$ cat config.mk
export PLATFORM = sky130hd
export DESIGN_NAME = axi_rd_arbiter
export DESIGN_NICKNAME = d
export VERILOG_FILES = /design/src/rtl/cdim_axi_pkg.sv /design/src/rtl/arb_pick2.sv /design/src/rtl/axi_rd_arbiter.sv
export SDC_FILE = /design/constraint.sdc
export NUM_CORES = 1
export LEC_CHECK = 0
export ABC_AREA = 1
export CORE_MARGIN = 2
export CORE_UTILIZATION = 32
export CTS_CLUSTER_SIZE = 24
export DETAILED_ROUTE_END_ITERATION = 6
export GPL_ROUTABILITY_DRIVEN = 0
export PLACE_DENSITY = 0.83
export SLEW_MARGIN = 20
export SYNTH_ARGS = -nofsm -noshare
export SYNTH_HDL_FRONTEND = slang
export SYNTH_HIERARCHICAL = 1
export SYNTH_SLANG_ARGS = --single-unit
$ cat constraint.sdc
create_clock -name clk -period 1.7 [get_ports clk]
set_clock_uncertainty 0.1 [all_clocks]
set_input_delay 0.17 -clock clk [delete_from_list [all_inputs] [get_ports clk]]
set_output_delay 0.17 -clock clk [all_outputs]
set_load 0.01 [all_outputs]
$ cat src/rtl/cdim_axi_pkg.sv
// ============================================================================
// Module      : cdim_axi_pkg
// Description : Shared AXI read-side types and constants for the core's
//               bus arbitration logic.
// Revision    : 1.0 - initial release
// ============================================================================
`default_nettype none

package cdim_axi_pkg;

   typedef enum logic {
      OWN_INST = 1'b0,
      OWN_DATA = 1'b1
   } owner_t;

   typedef enum logic [1:0] {
      ARB_IDLE = 2'd0,
      ARB_ADDR = 2'd1,
      ARB_DATA = 2'd2
   } arb_state_t;

   localparam logic [1:0] BURST_INCR  = 2'b01;
   localparam int         ID_INST_DEF = 0;
   localparam int         ID_DATA_DEF = 1;

   // AXI arsize encoding: log2 of the bytes per beat.
   function automatic logic [2:0] axi_size(input int data_w);
      logic [2:0] s;
      s = 3'd0;
      case (data_w)
         8:       s = 3'd0;
         16:      s = 3'd1;
         32:      s = 3'd2;
         64:      s = 3'd3;
         128:     s = 3'd4;
         256:     s = 3'd5;
         512:     s = 3'd6;
         1024:    s = 3'd7;
         default: s = 3'd0;
      endcase
      return s;
   endfunction

endpackage

`default_nettype wire

$ cat src/rtl/arb_pick2.sv
// ============================================================================
// Module      : arb_pick2
// Description : Two-way requester picker. Fixed data-over-inst priority by
//               default; round-robin with a last_owner register when ARB_RR_EN
//               is defined.
// Revision    : 1.0 - initial release
// ============================================================================
`default_nettype none

module arb_pick2
   import cdim_axi_pkg::*;
(
   input  logic   clk,
   input  logic   rst,
   input  logic   req_inst,
   input  logic   req_data,
   input  logic   take,
   output logic   any_req,
   output owner_t winner
);

   assign any_req = req_inst | req_data;

`ifdef ARB_RR_EN
   owner_t r_last_owner;

   // Reset to INST so the first tie goes to the data side.
   always_ff @(posedge clk) begin
      if (rst) begin
         r_last_owner <= OWN_INST;
      end else if (take && any_req) begin
         r_last_owner <= winner;
      end
   end

   always_comb begin
      winner = OWN_INST;
      if (req_inst && req_data) begin
         winner = (r_last_owner == OWN_INST) ? OWN_DATA : OWN_INST;
      end else if (req_data) begin
         winner = OWN_DATA;
      end
   end
`else
   logic w_unused_pick;
   assign w_unused_pick = &{1'b0, clk, rst, take};

   always_comb begin
      winner = req_data ? OWN_DATA : OWN_INST;
   end
`endif

endmodule

`default_nettype wire

$ cat src/rtl/axi_rd_arbiter.sv
// ============================================================================
// Module      : axi_rd_arbiter
// Description : Shares one AXI read port between I-cache and D-cache, one
//               outstanding burst at a time. Optional macro: ARB_RR_EN.
// Revision    : 1.0 - initial release
// ============================================================================
`default_nettype none

module axi_rd_arbiter
   import cdim_axi_pkg::*;
#(
   parameter int ADDR_W  = 32,
   parameter int DATA_W  = 32,
   parameter int LEN_W   = 4,
   parameter int ID_W    = 4,
   parameter int ID_INST = ID_INST_DEF,
   parameter int ID_DATA = ID_DATA_DEF
) (
   input  logic              clk,
   input  logic              rst,

   input  logic              inst_req,
   input  logic [ADDR_W-1:0] inst_addr,
   input  logic [LEN_W-1:0]  inst_len,
   output logic              inst_gnt,
   output logic              inst_rvalid,
   output logic [DATA_W-1:0] inst_rdata,
   output logic              inst_rlast,
   output logic              inst_rerr,

   input  logic              data_req,
   input  logic [ADDR_W-1:0] data_addr,
   input  logic [LEN_W-1:0]  data_len,
   output logic              data_gnt,
   output logic              data_rvalid,
   output logic [DATA_W-1:0] data_rdata,
   output logic              data_rlast,
   output logic              data_rerr,

   output logic [ID_W-1:0]   arid,
   output logic [ADDR_W-1:0] araddr,
   output logic [7:0]        arlen,
   output logic [2:0]        arsize,
   output logic [1:0]        arburst,
   output logic              arvalid,
   input  logic              arready,

   input  logic [ID_W-1:0]   rid,
   input  logic [DATA_W-1:0] rdata,
   input  logic [1:0]        rresp,
   input  logic              rlast,
   input  logic              rvalid,
   output logic              rready,

   output logic              busy
);

   localparam logic [ID_W-1:0] C_ARID_INST = ID_W'(ID_INST);
   localparam logic [ID_W-1:0] C_ARID_DATA = ID_W'(ID_DATA);
   localparam logic [2:0]      C_ARSIZE    = axi_size(DATA_W);

   arb_state_t        r_state;
   arb_state_t        w_next_state;
   owner_t            r_owner;
   owner_t            w_winner;
   logic [ADDR_W-1:0] r_addr;
   logic [LEN_W-1:0]  r_len;
   logic [LEN_W-1:0]  r_beat_cnt;
   logic              r_past_end;
   logic              r_len_mismatch;
   logic              w_any_req;
   logic              w_take;
   logic              w_r_beat;
   logic              w_r_done;
   logic              w_unused_rid;

   // Routing is by latched owner only; rid is deliberately ignored.
   assign w_unused_rid = &{1'b0, rid};

   assign w_take   = (r_state == ARB_IDLE);
   assign w_r_beat = (r_state == ARB_DATA) && rvalid;
   assign w_r_done = w_r_beat && rlast;

   arb_pick2 u_pick (
      .clk      (clk),
      .rst      (rst),
      .req_inst (inst_req),
      .req_data (data_req),
      .take     (w_take),
      .any_req  (w_any_req),
      .winner   (w_winner)
   );

   always_ff @(posedge clk) begin
      if (rst) begin
         r_state <= ARB_IDLE;
      end else begin
         r_state <= w_next_state;
      end
   end

   always_comb begin
      w_next_state = r_state;
      case (r_state)
         ARB_IDLE: if (w_any_req) w_next_state = ARB_ADDR;
         ARB_ADDR: if (arready)   w_next_state = ARB_DATA;
         ARB_DATA: if (w_r_done)  w_next_state = ARB_IDLE;
         default:                 w_next_state = ARB_IDLE;
      endcase
   end

   // Burst fields are captured only in IDLE, so AR stays stable while arvalid is high.
   always_ff @(posedge clk) begin
      if (rst) begin
         r_owner <= OWN_INST;
         r_addr  <= '0;
         r_len   <= '0;
      end else if (w_take && w_any_req) begin
         r_owner <= w_winner;
         r_addr  <= (w_winner == OWN_DATA) ? data_addr : inst_addr;
         r_len   <= (w_winner == OWN_DATA) ? data_len  : inst_len;
      end
   end

   always_ff @(posedge clk) begin
      if (rst) begin
         r_beat_cnt     <= '0;
         r_past_end     <= 1'b0;
         r_len_mismatch <= 1'b0;
      end else if (w_take) begin
         r_beat_cnt     <= '0;
         r_past_end     <= 1'b0;
         r_len_mismatch <= 1'b0;
      end else if (w_r_beat) begin
         if (r_past_end || (rlast != (r_beat_cnt == r_len))) begin
            r_len_mismatch <= 1'b1;
         end
         if (r_beat_cnt == r_len) begin
            r_past_end <= 1'b1;
         end else begin
            r_beat_cnt <= r_beat_cnt + 1'b1;
         end
      end
   end

   assert property (@(posedge clk) disable iff (rst) !r_len_mismatch)
      else $error("read burst length does not match latched len");

   assign arid    = (r_owner == OWN_DATA) ? C_ARID_DATA : C_ARID_INST;
   assign araddr  = r_addr;
   assign arlen   = 8'(r_len);
   assign arsize  = C_ARSIZE;
   assign arburst = BURST_INCR;

   assign inst_rdata = rdata;
   assign data_rdata = rdata;

   always_comb begin
      arvalid     = 1'b0;
      rready      = 1'b0;
      busy        = 1'b0;
      inst_gnt    = 1'b0;
      data_gnt    = 1'b0;
      inst_rvalid = 1'b0;
      inst_rlast  = 1'b0;
      inst_rerr   = 1'b0;
      data_rvalid = 1'b0;
      data_rlast  = 1'b0;
      data_rerr   = 1'b0;
      case (r_state)
         ARB_ADDR: begin
            arvalid  = 1'b1;
            busy     = 1'b1;
            inst_gnt = arready && (r_owner == OWN_INST);
            data_gnt = arready && (r_owner == OWN_DATA);
         end
         ARB_DATA: begin
            rready = 1'b1;
            busy   = 1'b1;
            if (r_owner == OWN_DATA) begin
               data_rvalid = rvalid;
               data_rlast  = rvalid && rlast;
               data_rerr   = rvalid && (|rresp);
            end else begin
               inst_rvalid = rvalid;
               inst_rlast  = rvalid && rlast;
               inst_rerr   = rvalid && (|rresp);
            end
         end
         default: ;
      endcase
   end

endmodule

`default_nettype wire

==> results of run 1 <==
## power by group through the flow
stage          Clock [mW]  Sequential, mW  Combinational [mW]
2_1_floorplan           0            1.62                1.40
3_3_place_gp            0            1.47                2.57
3_5_place_dp            0            1.49                2.62
4_1_cts             0.681            1.48                2.60
5_1_grt             0.714            1.53                2.84
6_report            0.640            1.49                2.59
## flip-flops by register name (all words and copies together), names as in the netlist
register,count
araddr,32
r_state,2
r_owner,1
r_len,4
## layout make-up
| class | count | share of cell area (%) |
|---|---|---|
| clock inverter | 1 | 0.1361 |
| multi-input combinational | 189 | 29.74 |
| sequential | 39 | 21.30 |
| timing repair buffer | 143 | 37.73 |
| inverter | 51 | 5.274 |
| clock buffer | 6 | 2.246 |
| tap | 105 | 3.573 |
## cells by family (layout without fill, tap and decap cells)
family | count (synthesis) | count (layout) | share of synthesized area [%]
buffers and inverters | 147 | 201 | 34.57
AND/OR/NAND/NOR | 134 | 134 | 22.84
AO/OA/AOI/OAI | 39 | 39 | 12.23
flip-flops | 39 | 39 | 28.27
adder cells (fa/ha/maj) | 4 | 4 | 1.812
other | 2 | 12 | 0.2720
## routing by layer
layer	up-vias	track usage, %
li1	1183	-
met1	1016	14.63
met2	158	27.35
met3	12	6.358
met4	0	4.225
met5	-	0
## through the flow
step                      setup TNS (ps)  total power [mW]
after CTS                              0             4.764
after floorplan                        0             3.019
after detailed placement          -570.9             4.115
final                                  0             4.713
after global routing              -1.643             5.085
after global placement            -513.3             4.039
## worst max-delay path by stage
stage / startpoint / endpoint / slack (ps) / cells after the start
floorplan: r_state[0]$_SDFFE_PP0P_ / data_rerr / 220 / 6
global placement: rvalid / data_rerr / -140 / 6
detailed placement: rvalid / data_rerr / -160 / 6
CTS: r_state[0]$_SDFFE_PP0P_ / inst_rlast / 7 / 6
global route: r_state[0]$_SDFFE_PP0P_ / inst_rlast / -2 / 6
finish: r_state[0]$_SDFFE_PP0P_ / inst_rlast / 80 / 6
## repair_timing
action / in CTS / in global routing
pin swaps: 1 / 2
resized for setup: 30 / 14
endpoints found under the setup margin: 11 / 8
## synth_stat cells, drive strengths merged
| cell type | number |
|---|---|
| a21boi | 1 |
| a21oi | 1 |
| buf | 94 |
| clkbuf | 2 |
| conb | 2 |
| dfxtp | 39 |
| ha | 4 |
| inv | 51 |
| nand2 | 81 |
| nand3 | 39 |
| nor2 | 11 |
| nor3 | 3 |
| o211ai | 36 |
| o21ai | 1 |
==> flow_summary.json, run 1 <==
{
  "status": "finished clean",
  "syn_to_final_growth_pct": 33.17,
  "yosys_warnings": 6,
  "antenna_found_initial": 0,
  "synth.area.top_cells": "dfxtp_1 28%, buf_4 24%, nand2_1 9.7%",
  "grtUsageTotal_pct": 14.65,
  "dp_cells": 527,
  "synth.distinct_cells": 22,
  "clock-sinks": 39,
  "crit_chain": "inv_2, ha_2, buf_4, nand3_1, nor2_1, buf_2",
  "drtIter0Drc": 44,
  "switchingPower_mw": 1.784,
  "pwr-share-comb_pct": 54.9,
  "final_common_cell": "clkdlybuf4s50_1",
  "regArea_um2": 783.3,
  "hold_buffers": 0,
  "ant_nets": 0,
  "whs_ps": 240.0,
  "synth_top_area_share_pct": 28.27,
  "critPathTopFamily": "flip-flops",
  "mostFrequentLayoutCells": "116 x clkdlybuf4s50_1, 70 x nand2_1, 37 x inv_1, 37 x dfxtp_1, 29 x nand3_1",
  "io_pins": 241,
  "dieArea_um2": 9389,
  "grt_pass1_vias": 2409,
  "holdPathEnd": "data_rdata[19]",
  "clockBufferDepth": 2,
  "end_kind": "output port",
  "cp.arrival_ps": 1350,
  "wirelength_um": 6988,
  "design_area_um2": 3677,
  "crit_buf_inv": 3,
  "p_seq_share_pct": 31.6,
  "holdCritStartpoint": "rdata[19]",
  "powerDensity_nw_per_um2": 1282,
  "nNetsFinal": 550,
  "cp_max_fo": 4,
  "clockPowerShare_pct": 13.6,
  "min_path_type": "input pin to output port",
  "insertion_delay_ps": 280,
  "stdcell_count": 534,
  "core_area_um2": 8299,
  "leakagePower_nw": 1.744,
  "htreeDepth": 2,
  "multi_input_area_um2": 1094,
  "overflow": 0,
  "path_class": "flip-flop to output port",
  "cts_buffers": 5,
  "cts_tree": "done",
  "drtPass1Iterations": 4,
  "wl_per_cell_um": 13.09,
  "synth_top_area_cell": "dfxtp_1",
  "portBuffers": 128,
  "fmax_mhz": 619.0,
  "syn-cell-area_um2": 2761,
  "rows": 33,
  "whs_path_depth": 0,
  "drc_errors": 0,
  "post_dp_cell_area_um2": 3596,
  "insertedDiodeCount": 0,
  "drive_gt1_share_pct": 19.11,
  "grt_max_degree": 36,
  "r2r_start": "r_state[0]$_SDFFE_PP0P_",
  "required_ps": 1430,
  "final_util_pct": 44.31,
  "die_y_um": 96.90,
  "start_util_pct": 33.27,
  "synth_seq_area_share_pct": 28.27,
  "r2r_slack_ps": 190,
  "p_sw_share_pct": 37.86,
  "post-route-period-util_pct": 95.03,
  "critPathMaxStageDelay_ps": 330,
  "finalCriticalPeriod_ps": 1616,
  "cpMaxStageDelayCell": "dfxtp_2",
  "worst_slack_ps": 84.46,
  "clk_pin_slew_worst_paths_ps": 70,
  "max_cap_violations": 0,
  "num_vias": 2369,
  "fill_cells": 821,
  "post_cts_buffers": 0,
  "cts_root_buf": "clkbuf_8",
  "worstSetupStartpointType": "flip-flop",
  "die_w_um": 96.90,
  "via_per_inst": 4.436,
  "reg2reg_depth": 9,
  "highest_layer": "met4",
  "grt_pass1_wl_um": 11360,
  "ys_ff_latch": 39,
  "slew_violations": 0,
  "r2r-end": "araddr[15]$_SDFFE_PP0P_",
  "avgSynthCellArea_um2": 7.565,
  "finalHoldViolCount": 0,
  "ir_drop_uv": 547.5,
  "dp_hpwl_um": 5614,
  "power.internal_mw": 2.929,
  "wl_met3_um": 717,
  "finalSetupViolCount": 0,
  "wl_met2_um": 3517,
  "place_ws_ps": -158.7,
  "wl_met1_um": 2650,
  "synthCells": 365
}
Power figures use the tool's default switching activity.
==> run 2, diff against run 1 <==
--- a/config.mk
+++ b/config.mk
@@ -6,7 +6,6 @@
 export NUM_CORES = 1
 export LEC_CHECK = 0
 export ABC_AREA = 1
-export CORE_MARGIN = 2
 export CORE_UTILIZATION = 32
 export CTS_CLUSTER_SIZE = 24
 export DETAILED_ROUTE_END_ITERATION = 6
==> flow_summary.json, run 2 (synthesis gave the netlist of run 1 again) <==
{
  "status": "finished clean",
  "worstSetupStartpointType": "flip-flop",
  "finalHoldViolCount": 0,
  "rows": 33,
  "grt_max_degree": 47,
  "largest_register_ffs": 32,
  "slew_violations": 0,
  "cp_max_fo": 2,
  "max_cap_violations": 0,
  "dieArea_um2": 9005,
  "cts_buffers": 5,
  "core_area_um2": 8299,
  "design_area_um2": 3711,
  "htreeDepth": 2,
  "dp_hpwl_um": 5374,
  "leakagePower_nw": 1.755,
  "overflow": 0,
  "drtPass1Iterations": 5,
  "fill_cells": 815,
  "fin_setup_tns_ps": 0,
  "final_common_cell": "clkdlybuf4s50_1",
  "fmax_mhz": 607.5,
  "nNetsFinal": 548,
  "cts_root_buf": "clkbuf_8",
  "grt_pass1_vias": 2274,
  "hold_buffers": 0,
  "post_dp_cell_area_um2": 3581,
  "post-route-period-util_pct": 96.83,
  "finalCriticalPeriod_ps": 1646,
  "syn_to_final_growth_pct": 34.39,
  "antenna_found_initial": 0,
  "ant_nets": 0,
  "end_kind": "output port",
  "cts_tree": "done",
  "drtIter0Drc": 30,
  "via_per_inst": 4.452,
  "powerDensity_nw_per_um2": 1338,
  "ir_drop_uv": 639.7,
  "min_path_type": "input pin to output port",
  "mostFrequentLayoutCells": "116 x clkdlybuf4s50_1, 70 x nand2_1, 37 x inv_1, 37 x dfxtp_1, 29 x nand3_1",
  "cp.arrival_ps": 1380,
  "num_vias": 2373,
  "worst_slack_ps": 53.84,
  "post_cts_buffers": 0,
  "insertion_delay_ps": 280,
  "grtUsageTotal_pct": 14.63,
  "wirelength_um": 6745,
  "total_power_mw": 4.967,
  "drc_errors": 0,
  "portBuffers": 128,
  "insertedDiodeCount": 0,
  "final_util_pct": 44.72,
  "clockBufferDepth": 2,
  "path_class": "flip-flop to output port",
  "clock-sinks": 39,
  "clk_pin_slew_worst_paths_ps": 80,
  "die_y_um": 94.90,
  "die_w_um": 94.90,
  "io_pins": 241,
  "start_util_pct": 33.27,
  "wl_per_cell_um": 12.65,
  "grt_pass1_wl_um": 10340,
  "finalSetupViolCount": 0,
  "place_ws_ps": -214.3,
  "drive_gt1_share_pct": 18.22,
  "required_ps": 1430
}
run 2: final timing paths:
path                                               from                      to  slack, ps  cells past startpoint
worst max-delay path            r_state[0]$_SDFFE_PP0P_                    busy         50                      4
worst min-delay path                          rdata[10]          data_rdata[10]        240                      0
worst max register to register  r_state[0]$_SDFFE_PP0P_  araddr[2]$_SDFFE_PP0P_        140                      9
worst min register to register    r_len[1]$_SDFFE_PP0P_   r_len[1]$_SDFFE_PP0P_        400                      2
run 2: final cells by class:
cell class | count | area, um^2 | share of cell area (%)
clock buffers | 6 | 72.57 | 1.955
multi-input cells | 189 | 1096 | 29.53
clock inverters | 2 | 60.06 | 1.618
inverters | 51 | 193.9 | 5.226
repair buffers | 141 | 1374 | 37.02
well taps | 105 | 131.4 | 3.540
flip-flops and latches | 39 | 783.3 | 21.11
run 2: repair_timing:
action                                  4_1_cts  5_1_grt
endpoints found under the hold margin         0        0
pin swaps                                     1        2
resized for setup                            30       10
gates cloned                                  0        0
endpoints found under the setup margin       11        9
run 2: worst max-delay path: stages, from the launching register on:
cell and delay (ps):
dfxtp_2 350, inv_2 50, buf_4 130, ha_1 270, dlygate4sd2_1 290
run 2: through the flow:
stage	hold WS, ps	instances
floorplan	304.4	375
global placement	240.1	525
detailed placement	240.1	525
CTS	240.1	533
global route	240.0	533
finish	240.0	533
run 2: power breakdown:
part | total [mW] | internal, mW | switching [mW]
registers | 1.49 | 1.27 | 0.219
clock network | 0.917 | 0.587 | 0.330
logic | 2.56 | 1.32 | 1.24
total | 4.97 | 3.18 | 1.79
run 2: per-layer routing:
metal	vias to the layer above	global-route usage, %	wire length [um]
li1	1179	-	-
met1	1051	14.70	2502
met2	130	28.06	3454
met3	13	4.992	658
met4	0	4.419	129
met5	-	0	0
==> run 3, diff against run 2 <==
--- a/config.mk
+++ b/config.mk
@@ -6,11 +6,12 @@
 export NUM_CORES = 1
 export LEC_CHECK = 0
 export ABC_AREA = 1
-export CORE_UTILIZATION = 32
+export CORE_AREA = 2 2 92 94
 export CTS_CLUSTER_SIZE = 24
 export DETAILED_ROUTE_END_ITERATION = 6
+export DIE_AREA = 0 0 94 96
 export GPL_ROUTABILITY_DRIVEN = 0
-export PLACE_DENSITY = 0.83
+export PLACE_DENSITY = 0.88
 export SLEW_MARGIN = 20
 export SYNTH_ARGS = -nofsm -noshare
 export SYNTH_HDL_FRONTEND = slang
==> constraint.sdc (replaced) <==
create_clock -name clk -period 1.9 [get_ports clk]
set_clock_uncertainty 0.1 [all_clocks]
set_input_delay 0.19 -clock clk [delete_from_list [all_inputs] [get_ports clk]]
set_output_delay 0.19 -clock clk [all_outputs]
set_load 0.01 [all_outputs]
==> flow_summary.json, run 3 (synthesis gave the netlist of run 1 again) <==
{
  "status": "finished clean",
  "required_ps": 1610,
  "grt_pass1_wl_um": 9673,
  "core_area_um2": 8051,
  "max_cap_violations": 0,
  "mostFrequentLayoutCells": "119 x clkdlybuf4s50_1, 71 x nand2_1, 38 x inv_1, 38 x dfxtp_1, 29 x nand3_1",
  "num_vias": 2360,
  "worstSetupStartpointType": "flip-flop",
  "clockBufferDepth": 2,
  "largest_register_ffs": 32,
  "drc_errors": 0,
  "powerDensity_nw_per_um2": 1135,
  "fmax_mhz": 543.2,
  "place_ws_ps": -13.17,
  "post-route-period-util_pct": 96.90,
  "io_pins": 241,
  "via_per_inst": 4.470,
  "portBuffers": 128,
  "dp_hpwl_um": 5229,
  "min_path_type": "input pin to flip-flop",
  "relSlewSlack_pct": 58.80,
  "ant_nets": 0,
  "finalCriticalPeriod_ps": 1841,
  "wirelength_um": 6518,
  "wl_per_cell_um": 12.34,
  "cp_max_fo": 3,
  "cp.arrival_ps": 1550,
  "drive_gt1_share_pct": 14.66,
  "htreeDepth": 2,
  "rows": 33,
  "holdCritStartpoint": "data_req",
  "grt_pass1_vias": 2089,
  "cts_buffers": 5,
  "rsz0062_at_grt": "false",
  "cts_tree": "done",
  "stdcell_count": 528,
  "r2r_slack_ps": 350,
  "r2r-end": "araddr[21]$_SDFFE_PP0P_",
  "dieArea_um2": 9024,
  "final_common_cell": "clkdlybuf4s50_1",
  "finalSetupViolCount": 0,
  "grtUsageTotal_pct": 13.49,
  "insertion_delay_ps": 280,
  "start_util_pct": 34.30,
  "drtIter0Drc": 50,
  "reg2reg_depth": 8,
  "antenna_found_initial": 0,
  "drtPass1Iterations": 4,
  "holdPathEnd": "r_owner$_SDFFE_PP0P_",
  "ir_drop_uv": 554.7,
  "slew_violations": 0,
  "worst_slack_ps": 58.91,
  "worst_pin_slew_ps": 617.1,
  "end_kind": "output port",
  "insertedDiodeCount": 0,
  "syn_to_final_growth_pct": 30.58,
  "cts_root_buf": "clkbuf_8",
  "r2r_start": "r_state[1]$_SDFFE_PP0P_",
  "whs_path_depth": 5,
  "grt_max_degree": 37,
  "overflow": 0,
  "leakagePower_nw": 1.699,
  "die_y_um": 96,
  "nNetsFinal": 543,
  "fill_cells": 811,
  "finalHoldViolCount": 0,
  "path_class": "flip-flop to output port",
  "clk_pin_slew_worst_paths_ps": 70,
  "dp_cells": 520,
  "clock-sinks": 39,
  "die_w_um": 94
}
## run 3: where the power goes
part	switching [mW]	internal, mW
combinational	1.07	1.16
clock	0.292	0.257
sequential	0.189	1.14
## run 3: worst max-delay path, cell delays in order, from the launching register on
cell and delay, ps:
dfxtp_1 370, inv_1 90, ha_1 280, clkdlybuf4s50_1 530
## run 3: metal layers
| metal | global-route usage, % | up-vias | routed length [um] |
|---|---|---|---|
| met3 | 4.229 | 6 | 651 |
| met5 | 0 | - | 0 |
| met1 | 14.12 | 1041 | 2455 |
| met4 | 3.140 | 0 | 44 |
| li1 | - | 1171 | - |
| met2 | 26.19 | 142 | 3367 |
## run 3: cell type report
class	count	area [um^2]	share of cell area [%]
Inverter	51	193.9	5.378
Sequential cell	39	782.0	21.69
Timing Repair Buffer	136	1348	37.37
Clock inverter	2	12.51	0.3470
Multi-Input combinational cell	189	1066	29.56
Clock buffer	6	72.57	2.012
Tap cell	105	131.4	3.643
## run 3: worst max path at each step
stage	depth (start not counted)	start	slack, ps	to
2_1_floorplan	6	r_state[0]$_SDFFE_PP0P_	400	data_rerr
5_1_grt	3	r_state[1]$_SDFFE_PP0P_	2	busy
3_5_place_dp	6	rvalid	-10	data_rerr
4_1_cts	4	r_state[0]$_SDFFE_PP0P_	9	rready
6_report	3	r_state[1]$_SDFFE_PP0P_	60	busy
3_3_place_gp	6	rvalid	-0.6	data_rerr
## run 3: stage by stage
stage	total power [mW]	util (%)	TNS (ps)	area, um^2	hold WS [ps]
3_3_place_gp	3.518	43.85	-0.5792	3531	280.1
3_5_place_dp	3.589	43.85	-18.77	3531	280.1
4_1_cts	4.150	44.79	0	3606	247.9
2_1_floorplan	2.701	-	0	2799	324.4
5_1_grt	4.412	44.79	0	3606	280.0
6_report	4.094	44.79	0	3606	258.5
## run 3: what timing repair did
| item | in CTS | in global routing |
|---|---|---|
| setup endpoints to repair | 8 | 6 |
| gates cloned | 0 | 0 |
| hold buffers | 0 | 0 |
| resized for setup | 8 | 5 |
| setup buffers | 0 | 0 |
| pin swaps | 0 | 0 |
